$ cat src/rtl/calc_pkg.sv
// Shared constants for the 4-bit calculator: FSM state encodings, operator
// codes and display-select codes. No ports; imported by the calc blocks.
package calc_pkg;
    typedef logic [2:0] state_t;

    localparam state_t ST_IDLE   = 3'd0;
    localparam state_t ST_GET_A  = 3'd1;
    localparam state_t ST_GET_OP = 3'd2;
    localparam state_t ST_GET_B  = 3'd3;
    localparam state_t ST_EXEC   = 3'd4;
    localparam state_t ST_WAIT   = 3'd5;
    localparam state_t ST_SHOW   = 3'd6;
    localparam state_t ST_ERR    = 3'd7;

    localparam logic [1:0] OP_ADD = 2'b00;
    localparam logic [1:0] OP_SUB = 2'b01;
    localparam logic [1:0] OP_MUL = 2'b10;
    localparam logic [1:0] OP_DIV = 2'b11;

    localparam logic [1:0] DISP_A   = 2'b00;
    localparam logic [1:0] DISP_B   = 2'b01;
    localparam logic [1:0] DISP_R   = 2'b10;
    localparam logic [1:0] DISP_ERR = 2'b11;

    localparam int CNT_W = 8;
endpackage

$ cat src/rtl/calc_timeout_ctr.sv
// 8-bit saturating wait counter for the ALU handshake.
// Ports:
//   clck    in  clock, rising edge
//   reste   in  async active-low reset
//   clear   in  synchronous clear to 0
//   en      in  count this cycle (saturates at 255)
//   limit   in  cycle budget
//   expired out this cycle's increment brings the count to limit
module calc_timeout_ctr
    import calc_pkg::*;
(
    input  logic             clck,
    input  logic             reste,
    input  logic             clear,
    input  logic             en,
    input  logic [CNT_W-1:0] limit,
    output logic             expired
);
    logic [CNT_W-1:0] r_cnt;

    always_ff @(posedge clck or negedge reste) begin
        if (!reste) begin
            r_cnt <= '0;
        end else if (clear) begin
            r_cnt <= '0;
        end else if (en && (r_cnt != {CNT_W{1'b1}})) begin
            r_cnt <= r_cnt + 1'b1;
        end
    end

    // Looks one increment ahead so the FSM leaves WAIT on the edge where the
    // count would reach the limit: exactly 'limit' cycles spent in WAIT.
    assign expired = en && (({1'b0, r_cnt} + 9'd1) >= {1'b0, limit});
endmodule

$ cat src/rtl/calc_entry_sequencer.sv
// Calculator entry sequencer: drives the A/B/OP/RESULT load enables, runs one
// ALU start/done handshake with a timeout, and selects the display source.
// Ports:
//   clck, reste            clock / async active-low reset
//   digit_vld, digit       keypad operand strobe + value (captured by datapath)
//   op_vld, op             operator strobe + code (captured by datapath)
//   eq_vld                 '=' strobe
//   clr                    synchronous clear level
//   alu_done, alu_err      ALU completion pulse + error qualifier
//   ld_a/ld_b/ld_op/ld_r   Mealy load enables
//   alu_start              one-cycle ALU start pulse
//   disp_sel, busy, err    Moore display/status outputs
//   state                  encoded FSM state
module calc_entry_sequencer
    import calc_pkg::*;
#(
    parameter int WIDTH       = 4,
    parameter int TIMEOUT_CYC = 15
) (
    input  logic             clck,
    input  logic             reste,
    input  logic             digit_vld,
    input  logic [WIDTH-1:0] digit,
    input  logic             op_vld,
    input  logic [1:0]       op,
    input  logic             eq_vld,
    input  logic             clr,
    input  logic             alu_done,
    input  logic             alu_err,
    output logic             ld_a,
    output logic             ld_b,
    output logic             ld_op,
    output logic             ld_r,
    output logic             alu_start,
    output logic [1:0]       disp_sel,
    output logic             busy,
    output logic             err,
    output logic [2:0]       state
);
    localparam logic [CNT_W-1:0] LIMIT = CNT_W'(TIMEOUT_CYC);

    state_t r_state;
    state_t w_next;
    logic   w_eq_win, w_op_win, w_dig_win;
    logic   w_cnt_clear, w_cnt_en, w_expired;
    logic   w_unused;

    // Operand/operator values go straight to the datapath registers.
    assign w_unused = ^{digit, op};

    // Strict priority clr > eq > op > digit: the top strobe present wins even
    // if the current state ignores it, and everything below it is dropped.
    assign w_eq_win  = !clr && eq_vld;
    assign w_op_win  = !clr && !eq_vld && op_vld;
    assign w_dig_win = !clr && !eq_vld && !op_vld && digit_vld;

    assign w_cnt_clear = clr || (r_state == ST_EXEC);
    assign w_cnt_en    = !clr && (r_state == ST_WAIT) && !alu_done;

    calc_timeout_ctr u_tmo (
        .clck    (clck),
        .reste   (reste),
        .clear   (w_cnt_clear),
        .en      (w_cnt_en),
        .limit   (LIMIT),
        .expired (w_expired)
    );

    // State register
    always_ff @(posedge clck or negedge reste) begin
        if (!reste) r_state <= ST_IDLE;
        else        r_state <= w_next;
    end

    // Next-state logic
    always_comb begin
        w_next = r_state;
        if (clr) begin
            w_next = ST_IDLE;
        end else begin
            unique case (r_state)
                ST_IDLE: begin
                    if (w_dig_win) w_next = ST_GET_A;
                end
                ST_GET_A, ST_SHOW: begin
                    if (w_op_win)       w_next = ST_GET_OP;
                    else if (w_dig_win) w_next = ST_GET_A;
                end
                ST_GET_OP: begin
                    if (w_op_win)       w_next = ST_GET_OP;
                    else if (w_dig_win) w_next = ST_GET_B;
                end
                ST_GET_B: begin
                    if (w_eq_win)       w_next = ST_EXEC;
                    else if (w_dig_win) w_next = ST_GET_B;
                end
                ST_EXEC: w_next = ST_WAIT;
                ST_WAIT: begin
                    if (alu_done)       w_next = alu_err ? ST_ERR : ST_SHOW;
                    else if (w_expired) w_next = ST_ERR;
                end
                ST_ERR:  w_next = ST_ERR;
                default: w_next = ST_IDLE;
            endcase
        end
    end

    // Output decode. Mealy outputs are gated by reste so they drop during reset
    // even while a strobe is still present.
    always_comb begin
        ld_a      = reste && w_dig_win &&
                    ((r_state == ST_IDLE) || (r_state == ST_GET_A) || (r_state == ST_SHOW));
        ld_b      = reste && w_dig_win &&
                    ((r_state == ST_GET_OP) || (r_state == ST_GET_B));
        ld_op     = reste && w_op_win &&
                    ((r_state == ST_GET_A) || (r_state == ST_GET_OP) || (r_state == ST_SHOW));
        ld_r      = reste && !clr && (r_state == ST_WAIT) && alu_done && !alu_err;
        alu_start = reste && !clr && (r_state == ST_EXEC);

        busy  = (r_state == ST_EXEC) || (r_state == ST_WAIT);
        err   = (r_state == ST_ERR);
        state = r_state;
        unique case (r_state)
            ST_GET_B:                   disp_sel = DISP_B;
            ST_EXEC, ST_WAIT, ST_SHOW:  disp_sel = DISP_R;
            ST_ERR:                     disp_sel = DISP_ERR;
            default:                    disp_sel = DISP_A;
        endcase
    end
endmodule

$ cat config.mk
export PLATFORM = sky130hd
export DESIGN_NAME = calc_entry_sequencer
export DESIGN_NICKNAME = d
export VERILOG_FILES = /design/src/rtl/calc_pkg.sv /design/src/rtl/calc_timeout_ctr.sv /design/src/rtl/calc_entry_sequencer.sv
export SDC_FILE = /design/constraint.sdc
export NUM_CORES = 1
export LEC_CHECK = 0
export CORE_UTILIZATION = 55
export DETAILED_ROUTE_END_ITERATION = 6
export DONT_BUFFER_PORTS = 1
export GPL_TIMING_DRIVEN = 0
export MAX_ROUTING_LAYER = met4
export PLACE_DENSITY_LB_ADDON = 0.05
export SYNTH_ARGS = -nofsm -noshare
export SYNTH_HDL_FRONTEND = slang
export SYNTH_SLANG_ARGS = --single-unit
$ cat constraint.sdc
create_clock -name clck -period 2.7 [get_ports clck]
set_clock_uncertainty 0.15 [all_clocks]
set_input_delay 0.405 -clock clck [delete_from_list [all_inputs] [get_ports clck]]
set_output_delay 0.405 -clock clck [all_outputs]
set_load 0.02 [all_outputs]
==> impl_metrics.env, run 1 <==
export IMPL_crit_path_start_kind="flip-flop"
export IMPL_crit_path_end_kind="output pin"
export IMPL_netlist_instances=105
export IMPL_finalCriticalPeriod_ps=2450
export IMPL_synthesis_nets=121
export IMPL_die_h_um=42.7
export IMPL_setup_viol=0
export IMPL_initial_core_util_pct=59.7
export IMPL_synthDistinctLibCells=45
export IMPL_cts_sinks=11
export IMPL_min_path_type="in2reg"
export IMPL_ant_nets=0
export IMPL_p_leak_nw=0.447
export IMPL_n_fill_cell=138
export IMPL_rsz0062_at_grt="false"
export IMPL_worstPathArrival_ps=1900
export IMPL_fp_row_count=14
export IMPL_routedWlPerCell_um=15.6
export IMPL_dp_hpwl_mm=1.46
export IMPL_area_delta_synth_final_pct=7.43
export IMPL_finish_utilization_pct=64.1
export IMPL_max_freq_mhz=407
export IMPL_critPathRequiredTime_ps=2140
export IMPL_finalHoldViolCount=0
export IMPL_grt_pass1_wl_mm=3.17
export IMPL_ys_seq_area_share_pct=30.3
export IMPL_wirelength_mm=1.98
export IMPL_worstMarginPinSlew_ps=755
export IMPL_grt_max_degree=12
export IMPL_track_usage_pct=24.1
export IMPL_vias=840
export IMPL_final_cells=127
export IMPL_yosys_register_bits=11
export IMPL_fin_crit_sh_pct=90.9
export IMPL_max_cap_violations=0
export IMPL_die_area_mm2=0.00182
export IMPL_synth_top_flop_cell="dfrtp_1"
export IMPL_h_tree_depth=1
export IMPL_cts_root_buf="clkbuf_4"
export IMPL_ir_drop_mv=0.327
export IMPL_path_class="reg2out"
export IMPL_io_buffers=0
export IMPL_drtPass1Iterations=4
export IMPL_clkSlewWorstSetupHoldPaths_ps=60
export IMPL_powerDensity_mw_per_mm2=302
export IMPL_drive_gt1_share_pct=14.4
export IMPL_fin_hold_ws_ps=50.8
export IMPL_drcViolationCount=0
export IMPL_nNetsFinal=128
export IMPL_drt_iter0_markers=31
export IMPL_numCtsBuffers=3
export IMPL_antenna_found_initial=0
export IMPL_dp_cells=122
export IMPL_clock_tree_buffer_depth=2
export IMPL_path_max_fanout=10
export IMPL_finalSetupTns_ps=0
export IMPL_synthArstFlopShare_pct=100
export IMPL_synthesis_area_um2=910
export IMPL_gr_total_overflow=0
export IMPL_synth_avg_cell_area_um2=8.66
export IMPL_slew_headroom_pct=48.9
export IMPL_gp_congestion=0.879
export IMPL_num_antenna_cells=0
export IMPL_outcome="complete, no violations"
export IMPL_ioPinCount=26
export IMPL_clock_latency_ps=270
export IMPL_die_x_um=42.7
export IMPL_synth_edf_count=0
export IMPL_cts_tree="yes"
export IMPL_yosysWarnings=0
export IMPL_drv_slew=0
export IMPL_grt_pass1_vias=739
export IMPL_ff2ff_setup_slack_ps=600
export IMPL_core_mm2=0.00152
export IMPL_viasPerCell=6.61
[metal layers]
metal | GRT usage, % | share of wire [%] | vias to the layer above | wire (um)
met5 | - | 0 | - | 0
met2 | 36.4 | 48 | 29 | 945
met3 | 7.66 | 6.7 | 2 | 132
li1 | - | - | 405 | -
met1 | 31.0 | 45 | 404 | 887
met4 | 6.88 | 0.76 | 0 | 15
[report_power, final]
group | internal [W] | switching, W
Sequential | 0.000165 | 0.00000142
Clock | 0.0000572 | 0.0000524
Combinational | 0.00000678 | 0.0000117
[synthesized netlist by cell type, drive strengths merged (2+ instances only)]
library cell	count	share of area (%)
nor2b	5	3.4
nor4	4	2.8
nand2	7	2.9
mux2	2	2.5
buf	3	1.7
a21oi	2	1.1
a211o	2	1.9
and3	5	3.4
mux2i	2	2.2
nor4b	2	1.9
nor3	6	4.5
o21ai	2	1.1
clkbuf	4	1.8
o211ai	2	1.7
dfrtp	11	30
nand2b	3	2.1
a311o	2	2.2
ha	2	2.8
inv	6	2.5
nand3	4	4.1
o21a	2	1.7
a221o	3	3.3
nor2	6	2.5
[worst max-delay path: stages, from the launching register on]
cell      delay [ps]
dfrtp_1          460
buf_2            250
nand2b_1         140
inv_1            280
nand4b_1         170
nor2_1           340
[cell type report]
type,instances,area (um2),area share [%]
Multi-Input combinational cell,81,587,60.1
Sequential cell,11,275,28.2
Buffer,7,31.3,3.20
Clock buffer,4,26.3,2.69
Inverter,6,22.5,2.30
Tap cell,16,20.0,2.05
Timing Repair Buffer,2,15.0,1.54
[registers in the layout, summed over array words and instances (netlist names)]
signal and flops:
u_tmo.r_cnt 8, state 3
[placed cells by master, fill, tap and decap left out, drive strengths merged, types with 3 or more instances in the layout]
cell    Yosys  routed
buf         3       4
a221o       3       3
inv         6       6
nor2b       5       5
nand2b      3       3
nand2       7       7
and3        5       5
nor2        6       6
nand3       4       4
nor3        6       6
clkbuf      4       8
dfrtp      11      11
nor4        4       4
[metrics by stage]
stage                     setup slack (ps)  area, um2  power (W)
after floorplan                        175        910   0.000181
after global placement                40.7        930   0.000183
after detailed placement               244        935   0.000184
after CTS                             24.6        971   0.000301
after global routing                   121        977   0.000308
final                                  245        977   0.000295
[path summary, 6_finish.rpt]
path,from,to,cells after the start
max,state[2],ld_r,5
min,clr,state[0],1
max reg2reg,state[2],u_tmo.r_cnt[6],6
min reg2reg,u_tmo.r_cnt[1],u_tmo.r_cnt[1],1
max in group asynchronous,reste,u_tmo.r_cnt[3],1
min in group asynchronous,reste,state[0],1
[timing repair]
item,CTS,global route
gates resized for setup,0,1
endpoints found under the setup margin,0,1
setup buffers,0,0
hold buffers,1,0
hold endpoints to repair,11,0
[kinds of logic after synthesis]
group	synth area share (%)
compound gates	22.8
xor+xnor	0.963
fa+ha+maj	2.75
buf+inv	5.91
flops	30.3
mux	4.68
simple gates	32.6
Power figures use the tool's default switching activity.
==> inputs of run 2 (changes only) <==
--- a/config.mk
+++ b/config.mk
@@ -10,7 +10,8 @@
 export DONT_BUFFER_PORTS = 1
 export GPL_TIMING_DRIVEN = 0
 export MAX_ROUTING_LAYER = met4
-export PLACE_DENSITY_LB_ADDON = 0.05
+export PLACE_DENSITY = 0.81
+export SKIP_CTS_REPAIR_TIMING = 1
 export SYNTH_ARGS = -nofsm -noshare
 export SYNTH_HDL_FRONTEND = slang
 export SYNTH_SLANG_ARGS = --single-unit
==> impl_metrics.env, run 2 (synthesized netlist as in run 1, its figures left out) <==
export IMPL_cpPeakStageDelay_ps=450
export IMPL_post_place_ws_ps=188
export IMPL_max_cap_violations=0
export IMPL_setup_viol=0
export IMPL_io_buffers=0
export IMPL_ff2ff_setup_slack_ps=510
export IMPL_finalCriticalPeriod_ps=2480
export IMPL_slew_headroom_pct=48.4
export IMPL_clkSlewWorstSetupHoldPaths_ps=60
export IMPL_dp_hpwl_mm=1.48
export IMPL_viasPerCell=6.93
export IMPL_fin_crit_sh_pct=92.0
export IMPL_clock_latency_ps=270
export IMPL_antenna_found_initial=0
export IMPL_outcome="complete, no violations"
export IMPL_grt_pass1_wl_mm=3.35
export IMPL_finalSetupTns_ps=0
export IMPL_worstPathArrival_ps=1930
export IMPL_cts_root_buf="clkbuf_4"
export IMPL_gr_total_overflow=0
export IMPL_p_leak_nw=0.447
export IMPL_crit_path_end_kind="output pin"
export IMPL_path_cells="buf_2, nand2b_1, inv_1, nand4b_1, nor2_1"
export IMPL_core_mm2=0.00152
export IMPL_grt_max_degree=15
export IMPL_cp_num_buf_inv=2
export IMPL_drt_iter0_markers=29
export IMPL_worstMarginPinSlew_ps=763
export IMPL_powerDensity_mw_per_mm2=302
export IMPL_drcViolationCount=0
export IMPL_rsz0062_at_grt="false"
export IMPL_layout_common_cells="11 x dfrtp_1, 7 x nand2_1, 6 x inv_1, 6 x nor2_1"
export IMPL_ant_nets=0
export IMPL_path_max_fanout=10
export IMPL_min_path_type="in2reg"
export IMPL_path_class="reg2out"
export IMPL_numCtsBuffers=3
export IMPL_ir_drop_mv=0.305
export IMPL_critPathRequiredTime_ps=2140
export IMPL_fin_ws_ps=217
export IMPL_finish_utilization_pct=64.1
export IMPL_num_antenna_cells=0
export IMPL_cpMaxStageDelayCell="dfrtp_1"
export IMPL_cts_tree="yes"
export IMPL_register_area_um2=275
export IMPL_drive_gt1_share_pct=14.4
export IMPL_initial_core_util_pct=59.7
export IMPL_die_x_um=42.7
export IMPL_vias=880
export IMPL_finalHoldViolCount=0
export IMPL_final_common_cell="dfrtp_1"
export IMPL_die_h_um=42.7
export IMPL_fp_row_count=14
export IMPL_wirelength_mm=2.09
export IMPL_gp_congestion=0.855
export IMPL_drtPass1Iterations=4
export IMPL_largest_reg_flops=8
export IMPL_n_fill_cell=139
export IMPL_track_usage_pct=24.7
export IMPL_h_tree_depth=1
export IMPL_grt_pass1_vias=779
export IMPL_die_area_mm2=0.00182
export IMPL_ioPinCount=26
export IMPL_total_power_w=0.000295
export IMPL_regMostFlops="u_tmo.r_cnt"
export IMPL_nNetsFinal=128
export IMPL_multi_input_area_um2=587
export IMPL_drv_slew=0
export IMPL_area_delta_synth_final_pct=7.43
export IMPL_cts_sinks=11
export IMPL_routedWlPerCell_um=16.5
export IMPL_cp_top_family="simple AND/OR/NAND/NOR gates"
export IMPL_max_freq_mhz=403
export IMPL_crit_path_start_kind="flip-flop"
export IMPL_clock_tree_buffer_depth=2
-- run 2: layout make-up --
class	count	area share (%)
multi-input cells	81	60.1
flip-flops and latches	11	28.2
plain buffers	7	3.20
clock buffers	4	2.69
inverters	6	2.30
well taps	16	2.05
repair buffers	2	1.54
-- run 2: worst register-to-register path, cell delays in order, from the launching register on --
cell and delay [ps]:
dfrtp_1 450, buf_2 250, nand2b_1 140, inv_1 300, nand3_2 280, nor2_1 340
a221o_1 220
-- run 2: metrics by stage --
step | area, um2 | cells | hold slack, ps
6_report | 977 | 127 | 49.7
2_1_floorplan | 910 | 105 | -40.6
3_5_place_dp | 935 | 122 | -40.3
5_1_grt | 977 | 127 | 33.6
4_1_cts | 961 | 126 | -334
3_3_place_gp | 930 | 121 | -40.3
-- run 2: metal layers --
metal  vias to the layer above  global-route usage [%]  wire, um
li1                        412                       -         -
met1                       422                    29.8       889
met2                        44                    40.3      1020
met3                         2                    8.94       174
met4                         0                    3.75         7
met5                         -                       -         0
-- run 2: final timing paths --
kind / start / end / cells after the start
setup / recovery: state[2] / ld_r / 5
hold / removal: clr / state[2] / 1
setup reg to reg: state[2] / u_tmo.r_cnt[6] / 6
hold reg to reg: u_tmo.r_cnt[1] / u_tmo.r_cnt[1] / 1
max in group asynchronous: reste / u_tmo.r_cnt[6] / 1
min in group asynchronous: reste / u_tmo.r_cnt[5] / 1
-- run 2: where the power goes --
part           internal (W)  switching, W  leakage, nW  total (W)
clock network     0.0000572     0.0000526       0.0150   0.000110
registers          0.000165    0.00000158        0.154   0.000167
logic            0.00000676     0.0000119        0.278  0.0000186
total              0.000229     0.0000660        0.447   0.000295
